**src/rtl/issue_select_scheduler_pkg.sv**
```systemverilog
// Shared types and default sizes for the issue-select scheduler.
// Optional feature macro used elsewhere in this slice: WAKEUP_SELECT_BYPASS_EN.
package issue_select_scheduler_pkg;

    localparam int unsigned DefSize = 8;
    localparam int unsigned DefTagW = 6;
    localparam int unsigned DefOpW  = 16;

    typedef logic [$clog2(DefSize)-1:0] slot_idx_t;

    // Architectural view of one queue entry at default widths.
    typedef struct packed {
        logic                    valid;
        logic [1:0][DefTagW-1:0] src_tag;
        logic [1:0]              src_rdy;
        logic [DefOpW-1:0]       op;
    } slot_t;

endpackage

```
**src/rtl/issue_select_scheduler_if.sv**
```systemverilog
// Dispatch / wakeup / issue bundle for the issue-select scheduler.
// master = environment side (dispatch, writeback, FU), slave = scheduler.
interface issue_select_scheduler_if
    import issue_select_scheduler_pkg::*;
#(
    parameter int unsigned SIZE  = DefSize,
    parameter int unsigned TAG_W = DefTagW,
    parameter int unsigned OP_W  = DefOpW
);
    logic                    flush;
    logic                    alloc_valid;
    logic                    alloc_ready;
    logic [2*TAG_W-1:0]      alloc_src;
    logic [1:0]              alloc_rdy;
    logic [OP_W-1:0]         alloc_op;
    logic                    wb_valid;
    logic [TAG_W-1:0]        wb_tag;
    logic                    iss_valid;
    logic                    iss_ready;
    logic [OP_W-1:0]         iss_op;
    logic [$clog2(SIZE)-1:0] iss_slot;
    logic [$clog2(SIZE):0]   occupancy;

    modport master (
        output flush, alloc_valid, alloc_src, alloc_rdy, alloc_op, wb_valid, wb_tag, iss_ready,
        input  alloc_ready, iss_valid, iss_op, iss_slot, occupancy
    );

    modport slave (
        input  flush, alloc_valid, alloc_src, alloc_rdy, alloc_op, wb_valid, wb_tag, iss_ready,
        output alloc_ready, iss_valid, iss_op, iss_slot, occupancy
    );

endinterface

```
**src/rtl/issue_slot.sv**
```systemverilog
// One issue-queue entry: payload, two source tags with sticky ready bits,
// wakeup comparators and the select-ready output.
// WAKEUP_SELECT_BYPASS_EN: ready_o also honours this cycle's wakeup match.
module issue_slot
    import issue_select_scheduler_pkg::*;
#(
    parameter int unsigned TAG_W = DefTagW,
    parameter int unsigned OP_W  = DefOpW
) (
    input  logic               clk,
    input  logic               rst_n,
    input  logic               flush_i,
    input  logic               alloc_we_i,
    input  logic [2*TAG_W-1:0] alloc_src_i,
    input  logic [1:0]         alloc_rdy_i,
    input  logic [OP_W-1:0]    alloc_op_i,
    input  logic               wb_valid_i,
    input  logic [TAG_W-1:0]   wb_tag_i,
    input  logic               issue_clr_i,
    output logic               valid_o,
    output logic               ready_o,
    output logic [OP_W-1:0]    op_o
);

    logic             valid_q, valid_d;
    logic [TAG_W-1:0] tag0_q, tag0_d, tag1_q, tag1_d;
    logic [1:0]       rdy_q, rdy_d;
    logic [OP_W-1:0]  op_q, op_d;
    logic [1:0]       hit, alloc_hit;

    assign hit[0]       = wb_valid_i && (wb_tag_i == tag0_q);
    assign hit[1]       = wb_valid_i && (wb_tag_i == tag1_q);
    // Dispatch-time compare so a wakeup in the alloc cycle is never lost.
    assign alloc_hit[0] = wb_valid_i && (wb_tag_i == alloc_src_i[TAG_W-1:0]);
    assign alloc_hit[1] = wb_valid_i && (wb_tag_i == alloc_src_i[2*TAG_W-1:TAG_W]);

    // Next state: wakeup sets ready bits, issue frees, alloc overwrites, flush wins.
    always_comb begin
        valid_d = valid_q;
        tag0_d  = tag0_q;
        tag1_d  = tag1_q;
        rdy_d   = rdy_q | (hit & {2{valid_q}});
        op_d    = op_q;
        if (issue_clr_i) begin
            valid_d = 1'b0;
        end
        if (alloc_we_i) begin
            valid_d = 1'b1;
            tag0_d  = alloc_src_i[TAG_W-1:0];
            tag1_d  = alloc_src_i[2*TAG_W-1:TAG_W];
            rdy_d   = alloc_rdy_i | alloc_hit;
            op_d    = alloc_op_i;
        end
        if (flush_i) begin
            valid_d = 1'b0;
        end
    end

    // Slot storage.
    always_ff @(posedge clk or negedge rst_n) begin
        if (!rst_n) begin
            valid_q <= 1'b0;
            tag0_q  <= '0;
            tag1_q  <= '0;
            rdy_q   <= '0;
            op_q    <= '0;
        end else begin
            valid_q <= valid_d;
            tag0_q  <= tag0_d;
            tag1_q  <= tag1_d;
            rdy_q   <= rdy_d;
            op_q    <= op_d;
        end
    end

    assign valid_o = valid_q;
    assign op_o    = op_q;
`ifdef WAKEUP_SELECT_BYPASS_EN
    assign ready_o = valid_q && (&(rdy_q | hit));
`else
    assign ready_o = valid_q && (&rdy_q);
`endif

endmodule

```
**src/rtl/select_left_most.sv**
```systemverilog
// Priority picker: reports whether any request is set and the lowest set index.
module select_left_most #(
    parameter  int unsigned WIDTH = 8,
    localparam int unsigned IdxW  = $clog2(WIDTH)
) (
    input  logic [WIDTH-1:0] req_i,
    output logic             found_o,
    output logic [IdxW-1:0]  idx_o
);

    // Scan from the top down so the lowest set index is the last write.
    always_comb begin
        found_o = 1'b0;
        idx_o   = '0;
        for (int i = WIDTH - 1; i >= 0; i--) begin
            if (req_i[i]) begin
                found_o = 1'b1;
                idx_o   = IdxW'(i);
            end
        end
    end

endmodule

```
**src/rtl/issue_select_scheduler.sv**
```systemverilog
// Issue-queue scheduler for one functional unit: lowest-free-slot allocation,
// tag wakeup, lowest-ready-slot select and a registered valid/ready issue stage.
// WAKEUP_SELECT_BYPASS_EN: select sees same-cycle wakeups (one edge earlier issue).
module issue_select_scheduler
    import issue_select_scheduler_pkg::*;
#(
    parameter int unsigned SIZE  = DefSize,
    parameter int unsigned TAG_W = DefTagW,
    parameter int unsigned OP_W  = DefOpW
) (
    input logic                      clk,
    input logic                      rst_n,
    issue_select_scheduler_if.slave  bus
);

    localparam int unsigned IdxW = $clog2(SIZE);

    logic [SIZE-1:0] slot_valid, slot_ready, slot_we, slot_clr;
    logic [OP_W-1:0] slot_op [SIZE];
    logic            free_found, rdy_found;
    logic [IdxW-1:0] free_idx, rdy_idx;
    logic            alloc_fire, advance, issue_fire;
    logic            iss_valid_q, iss_valid_d;
    logic [OP_W-1:0] iss_op_q, iss_op_d;
    logic [IdxW-1:0] iss_slot_q, iss_slot_d;
    logic [IdxW:0]   occ;

    select_left_most #(.WIDTH(SIZE)) u_free_sel (
        .req_i   (~slot_valid),
        .found_o (free_found),
        .idx_o   (free_idx)
    );

    select_left_most #(.WIDTH(SIZE)) u_rdy_sel (
        .req_i   (slot_ready),
        .found_o (rdy_found),
        .idx_o   (rdy_idx)
    );

    // Flush dominates both the dispatch write and the issue pull.
    assign alloc_fire = bus.alloc_valid && free_found && !bus.flush;
    assign advance    = !iss_valid_q || bus.iss_ready;
    assign issue_fire = advance && rdy_found && !bus.flush;

    // Decode the chosen free / ready indices into per-slot strobes.
    always_comb begin
        slot_we  = '0;
        slot_clr = '0;
        for (int i = 0; i < SIZE; i++) begin
            slot_we[i]  = alloc_fire && (free_idx == IdxW'(i));
            slot_clr[i] = issue_fire && (rdy_idx == IdxW'(i));
        end
    end

    for (genvar gi = 0; gi < SIZE; gi++) begin : g_slot
        issue_slot #(.TAG_W(TAG_W), .OP_W(OP_W)) u_slot (
            .clk         (clk),
            .rst_n       (rst_n),
            .flush_i     (bus.flush),
            .alloc_we_i  (slot_we[gi]),
            .alloc_src_i (bus.alloc_src),
            .alloc_rdy_i (bus.alloc_rdy),
            .alloc_op_i  (bus.alloc_op),
            .wb_valid_i  (bus.wb_valid),
            .wb_tag_i    (bus.wb_tag),
            .issue_clr_i (slot_clr[gi]),
            .valid_o     (slot_valid[gi]),
            .ready_o     (slot_ready[gi]),
            .op_o        (slot_op[gi])
        );
    end

    // Issue register next state: load on advance, hold otherwise, flush clears.
    always_comb begin
        iss_valid_d = iss_valid_q;
        iss_op_d    = iss_op_q;
        iss_slot_d  = iss_slot_q;
        if (advance) begin
            iss_valid_d = rdy_found;
            if (rdy_found) begin
                iss_op_d   = slot_op[rdy_idx];
                iss_slot_d = rdy_idx;
            end
        end
        if (bus.flush) begin
            iss_valid_d = 1'b0;
        end
    end

    // Issue register.
    always_ff @(posedge clk or negedge rst_n) begin
        if (!rst_n) begin
            iss_valid_q <= 1'b0;
            iss_op_q    <= '0;
            iss_slot_q  <= '0;
        end else begin
            iss_valid_q <= iss_valid_d;
            iss_op_q    <= iss_op_d;
            iss_slot_q  <= iss_slot_d;
        end
    end

    // Occupancy counts queue slots only, not the issue register.
    always_comb begin
        occ = '0;
        for (int i = 0; i < SIZE; i++) begin
            occ = occ + (IdxW + 1)'(slot_valid[i]);
        end
    end

    assign bus.alloc_ready = free_found;
    assign bus.iss_valid   = iss_valid_q;
    assign bus.iss_op      = iss_op_q;
    assign bus.iss_slot    = iss_slot_q;
    assign bus.occupancy   = occ;

endmodule

```
**src/flat_wrapper.sv**
```systemverilog
// flat-port wrapper written by rule: the top's interface ports become plain ports
module issue_select_scheduler_flat import issue_select_scheduler_pkg::*;
#(
    parameter int unsigned SIZE  = DefSize,
    parameter int unsigned TAG_W = DefTagW,
    parameter int unsigned OP_W  = DefOpW
)
  (clk, rst_n, bus_flush, bus_alloc_valid, bus_alloc_src, bus_alloc_rdy, bus_alloc_op, bus_wb_valid, bus_wb_tag, bus_iss_ready, bus_alloc_ready, bus_iss_valid, bus_iss_op, bus_iss_slot, bus_occupancy);
  issue_select_scheduler_if #(.SIZE(SIZE), .TAG_W(TAG_W), .OP_W(OP_W)) bus_i ();
  input logic clk;
  input logic rst_n;
  input wire logic [$bits(bus_i.flush)-1:0] bus_flush;
  input wire logic [$bits(bus_i.alloc_valid)-1:0] bus_alloc_valid;
  input wire logic [$bits(bus_i.alloc_src)-1:0] bus_alloc_src;
  input wire logic [$bits(bus_i.alloc_rdy)-1:0] bus_alloc_rdy;
  input wire logic [$bits(bus_i.alloc_op)-1:0] bus_alloc_op;
  input wire logic [$bits(bus_i.wb_valid)-1:0] bus_wb_valid;
  input wire logic [$bits(bus_i.wb_tag)-1:0] bus_wb_tag;
  input wire logic [$bits(bus_i.iss_ready)-1:0] bus_iss_ready;
  output wire logic [$bits(bus_i.alloc_ready)-1:0] bus_alloc_ready;
  output wire logic [$bits(bus_i.iss_valid)-1:0] bus_iss_valid;
  output wire logic [$bits(bus_i.iss_op)-1:0] bus_iss_op;
  output wire logic [$bits(bus_i.iss_slot)-1:0] bus_iss_slot;
  output wire logic [$bits(bus_i.occupancy)-1:0] bus_occupancy;
  assign bus_i.flush = bus_flush;
  assign bus_i.alloc_valid = bus_alloc_valid;
  assign bus_i.alloc_src = bus_alloc_src;
  assign bus_i.alloc_rdy = bus_alloc_rdy;
  assign bus_i.alloc_op = bus_alloc_op;
  assign bus_i.wb_valid = bus_wb_valid;
  assign bus_i.wb_tag = bus_wb_tag;
  assign bus_i.iss_ready = bus_iss_ready;
  assign bus_alloc_ready = bus_i.alloc_ready;
  assign bus_iss_valid = bus_i.iss_valid;
  assign bus_iss_op = bus_i.iss_op;
  assign bus_iss_slot = bus_i.iss_slot;
  assign bus_occupancy = bus_i.occupancy;
  issue_select_scheduler #(.SIZE(SIZE), .TAG_W(TAG_W), .OP_W(OP_W)) u_core (.clk(clk), .rst_n(rst_n), .bus(bus_i));
endmodule
```
**config.mk**
```make
export PLATFORM = sky130hd
export DESIGN_NAME = issue_select_scheduler_flat
export DESIGN_NICKNAME = d
export VERILOG_FILES = /design/src/rtl/issue_select_scheduler_pkg.sv /design/src/rtl/issue_select_scheduler_if.sv /design/src/rtl/issue_slot.sv /design/src/rtl/select_left_most.sv /design/src/rtl/issue_select_scheduler.sv /design/src/flat_wrapper.sv
export SDC_FILE = /design/constraint.sdc
export NUM_CORES = 1
export LEC_CHECK = 0
export CORE_UTILIZATION = 30
export CTS_BUF_LIST = sky130_fd_sc_hd__clkbuf_4 sky130_fd_sc_hd__clkbuf_8
export DETAILED_ROUTE_END_ITERATION = 8
export SYNTH_ARGS = -nofsm -noshare
export SYNTH_HDL_FRONTEND = slang
export SYNTH_HIERARCHICAL = 1
export SYNTH_SLANG_ARGS = --single-unit
```
**constraint.sdc**
```tcl
create_clock -name clk -period 4.8 [get_ports clk]
set_clock_uncertainty 0.1 [all_clocks]
set_input_delay 0.96 -clock clk [delete_from_list [all_inputs] [get_ports clk]]
set_output_delay 0.96 -clock clk [all_outputs]
set_load 0.02 [all_outputs]
```
# Yosys cells after proc, flatten, opt, wreduce, memory -nomap -nowiden
# Cells that the tools add are included.
# classes
add_sub_neg	7
reduce_logical	69
n_bitwise	19
order_cmp	1
eq_ne	32
n_mux	69
# ops
cell	n
$eq A6 B6 Y1	18
$bmux W16 S3	1
$mux W3	16
$logic_and A1 B1 Y1	46
$mux W1	42
$mux W16	2
$add A4 B1 Y4	6
$eq A3 B3 Y1 const B	8
$reduce_bool A3 Y1	8
$or A2 B2 Y2	9
$reduce_and A2 Y1	9
$and A2 B2 Y2	8
$mux W2	8
$eq A3 B2 Y1 const B	4
$not A8 Y8	1
$eq A3 B1 Y1 const B	2
$logic_not A3 Y1	2
$ge A4 B4 Y1 const B	1
$not A3 Y4	1
$add A1 B1 Y2	1
$logic_not A1 Y1	2
$reduce_bool A2 Y1	1
$logic_or A1 B1 Y1	1
# word_totals
wordCells	240
output_inout_bits	25
register_bits	268
in_bits	42

# Depth between registers and ports, before layout
# logic_depth
word_depth	16
depth_mapped	12
mapped_depth_nobuf	9

# Modules after synthesis
# The synthesis kept the hierarchy.
# modules_own_cells
mod	instances	seq_area_each_um2	cells_per_inst	area_per_inst_um2
issue_slot	8	775.7	106	1447.6
issue_select_scheduler	1	500.5	231	2220.9
select_left_most	2	0.0	13	80.1

# Least setup slack after synthesis
# Ideal clock, no wire load.
# synth_path
kind	register -> output
start	register u_core.g_slot[0].u_slot.valid_q
end	output port bus_occupancy[2]
arrival_time_ps	2883
path_stages_with_launch	10
required_ps	3740
slack_ps	857
n_path_buf	0
cell_sequence	dfrtp_1 > fa_1 > inv_1 > fa_1 > fa_1 > inv_1 > ha_1 > inv_1 > fa_1 > xnor2_1
# synth_between
elab_chain_cells	7
# synth_rtl
element	line_no	text
from (decl)	issue_slot.sv:25	logic valid_q, valid_d;
from (signal assigned)	issue_slot.sv:68	valid_q <= valid_d;
$add A1 B1 Y2	issue_select_scheduler.sv:107	occ = occ + (IdxW + 1)'(slot_valid[i]);
$add A4 B1 Y4 (6 in series)	issue_select_scheduler.sv:107	
to (decl)	flat_wrapper.sv:24	output wire logic [$bits(bus_i.occupancy)-1:0] bus_occupancy;
# Every way passes these cells.

# Final worst setup path
# layout_path
start	register u_core.g_slot[0].u_slot.valid_q
end	output port bus_occupancy[1]
# Same word-level chain as after synthesis.

==> qor.txt <==
Ports -> 67
Leak -> 7.04 nW
most common cell in the synthesized netlist -> dfrtp_1
CP arrival -> 3.59 ns
FFs w/ async S/R, synth -> 100%
Die Y -> 218 µm
Setup TNS -> 0 ns
Routed WL -> 35.2 mm
internal power -> 4.07 mW
Final Setup Violations -> 0
vias per std cell -> 4.96
Area growth, synth to finish -> 15.8%
Initial Utilization -> 30.6%
clock buffer depth -> 3
FMAX -> 215 MHz
Clk Latency, worst-skew pair -> 0.58 ns
vias in the first global route -> 9410
status -> completed
unrepaired setup endpoints after global routing -> false
Reg area -> 6710 µm²
number of fillers in the final layout -> 4484
first-pass GRT wire length -> 55.7 mm
Cells after DPL -> 1738
final RePlAce weighted congestion -> 0.750
# hold bufs at CTS -> 0
Overflow after GRT -> 0
Final Instance Count excl. Fillers -> 1815
min-delay worst type -> input pin to asynchronous set/reset pin
sequential share of the synthesized area -> 48.0%
critical path startpoint category -> flop
Syn Std Cell Area -> 14000 µm²
min Tclk post-route -> 4.65 ns
Max IR drop VDD -> 0.146 mV
Yosys top cell area share -> 48.0%
CTS tree -> built
Seq pwr share -> 46.7%
Max Cap Viol -> 0
total track usage -> 15.1%
Slew Limit Fails -> 0
port bufs -> 66
Clock Root Buffer -> clkbuf_8
Critical Path RT -> 3.74 ns
Post-Syn Nets -> 1154
EDFF count, synth -> 0
TritonCTS Buffers -> 44
initial antenna violation count -> 1
Ys Warns -> 6
Detailed Place HPWL -> 21.2 mm
combinational share of power -> 16.8%
clock power share -> 36.5%
Pre-Repair DR Iteration Count -> 5
ys flop type -> dfrtp_1
Critical Path Sink Type -> output pin
final hold vios -> 0
top post-synthesis cells by count -> dfrtp_1, mux2_2, xnor2_1, xor2_1, nor4_1
Num Clock Sinks -> 268
max_slew headroom -> 22.4%
nets -> 1233
clk slew on worst S/H paths -> 0.06 ns
post-synth top area cell -> dfrtp_1
share of cells above drive strength 1 -> 32.6%
switch share -> 27.2%
initial DRC count -> 459
Residual DRC -> 0
CTS H-tree lvls -> 2
synthesis-stage register bit count -> 268
FP Rows -> 78
period utilization -> 96.9%
total power -> 5.59 mW
Synth area leaders -> dfrtp_1, mux2_2, xnor2_1
largest net degree at the start of global routing -> 128
worst-path maximum fanout -> 2
final core occ -> 35.4%
DRT antenna net count -> 0
Crit Path Class -> flop to output pin
Core ar. -> 45700 µm²
syn avg cell area -> 12.6 µm²
Mapped Cells -> 1105
Die ar. -> 47400 µm²
Worst Tran Pin Value -> 1.16 ns
Post CTS Setup Buffer Count -> 0
P_sw -> 1.52 mW
die width -> 218 µm
Netlist cell types -> 43
multi-input logic area -> 6820 µm²
Power Dens Cells -> 346 nW/µm²
routed via count -> 9008
reg2reg setup slack -> 1.16 ns
post-DR wirelength/cell -> 19.4 µm
-- critical path, stage by stage, from the launching register on --
cell and delay (ns):
dfrtp_1 0.40, fa_1 0.55, inv_1 0.05, fa_1 0.44, fa_1 0.49, inv_1 0.04, ha_1 0.19, inv_1 0.07
fa_1 0.40, inv_1 0.06, dlygate4sd2_1 0.32
-- per-stage QoR --
step	hold slack [ns]	setup slack (ns)	cell area, µm²
after global placement	0.383	0.446	15300
after floorplan	0.373	0.857	14000
after CTS	0.403	0.0507	16200
final	0.400	0.150	16200
after global routing	0.407	0.000335	16200
after detailed placement	0.389	0.392	15300
-- routing by layer --
layer | up-vias | part of all wire (%) | GRT usage, %
li1 | 4097 | - | -
met1 | 4683 | 47 | 20.9
met2 | 188 | 47 | 24.4
met3 | 38 | 4.7 | 2.54
met4 | 2 | 1.8 | 4.08
met5 | - | 0.037 | 0
-- registers in the layout, summed over array words and instances (netlist names) --
register	count
u_core/bus.iss_op	16
u_core/g_slot.u_slot/op_o	128
u_core/bus.iss_valid	1
u_core/bus.iss_slot	3
u_core/g_slot.u_slot/tag0_q	48
u_core/g_slot.u_slot/valid_o	8
u_core/g_slot.u_slot/rdy_q	16
u_core/g_slot.u_slot/tag1_q	48
-- what timing repair did --
action                                  CTS  global route
endpoints found under the setup margin    2             1
resized for setup                         2             2
pin swaps                                 0             0
-- placed cells by master, fill, tap and decap left out, types with 2 or more instances in the layout --
master           netlist  routed
ha_1                   3       3
buf_12                 0       4
o41ai_1                2       2
a21oi_1               11      11
o21bai_1               2       2
clkbuf_4               1      15
clkbuf_8               0      54
dfrtp_1              268     268
mux2_2               259     259
buf_4                  5      24
xor2_1                80      80
xnor2_1              105     105
a22o_1                15      15
inv_1                 26      26
buf_2                 29       6
nor4_1                37      37
nand3_1               32      32
clkdlybuf4s50_1        0      57
a211oi_1               3       2
nor2_4                 0       6
nand2b_1              20      20
o31ai_1               15      15
clkinv_2               0       4
nor4_2                 2       2
xnor2_2                8       8
o21ai_0               18      18
mux2i_1               30      30
and3_1                 8       8
nor2b_1                8       8
nor2_1                24      18
o22ai_1               16      16
nor3_2                 1       3
fa_1                   4       4
o32a_1                16      16
nand4_1               16      16
inv_6                  0       3
nand2_1                5       5
-- worst paths after layout --
| path | from | to | cells past startpoint |
|---|---|---|---|
| setup / recovery | u_core/g_slot[0].u_slot/valid_o | bus_occupancy[1] | 10 |
| hold / removal | rst_n | u_core/g_slot[4].u_slot/op_o[3] | 1 |
| setup reg to reg | u_core/g_slot[2].u_slot/valid_o | u_core/g_slot[3].u_slot/op_o[2] | 6 |
| hold reg to reg | u_core/g_slot[7].u_slot/op_o[6] | u_core/g_slot[7].u_slot/op_o[6] | 1 |
| max in group asynchronous | rst_n | u_core/g_slot[0].u_slot/tag1_q[4] | 2 |
| min in group clk | u_core/g_slot[7].u_slot/op_o[6] | u_core/g_slot[7].u_slot/op_o[6] | 1 |
-- kinds of logic (layout without fill, tap and decap cells) --
group / Yosys count / in the layout / synth area share [%]
AOI/OAI and AO/OA: 100 / 100 / 5.22
and+or+nand+nor: 161 / 161 / 6.75
adders and majority gates: 7 / 7 / 0.842
other: 0 / 1 / 0
xor gates and xnor gates: 193 / 193 / 12.5
DFF: 268 / 268 / 48.0
muxes: 289 / 289 / 23.0
buffers and inverters: 87 / 196 / 3.58
-- power by group through the flow --
| stage | Clock (mW) | Combinational (mW) | Sequential (mW) |
|---|---|---|---|
| after floorplan | 0 | 0.457 | 2.69 |
| after global placement | 0 | 0.929 | 2.65 |
| after detailed placement | 0 | 0.942 | 2.65 |
| after CTS | 2.12 | 0.946 | 2.62 |
| after global routing | 2.22 | 1.02 | 2.64 |
| final | 2.04 | 0.936 | 2.61 |
-- area by class of cell --
type,instances,share of cell area [%]
Multi-Input combinational cell,750,42.2
Sequential cell,268,41.5
Timing Repair Buffer,94,5.50
Clock buffer,69,5.29
Tap cell,600,4.64
Inverter,26,0.603
Clock inverter,7,0.286
Antenna cell,1,0.0155
(Power assumes the default switching activity.)
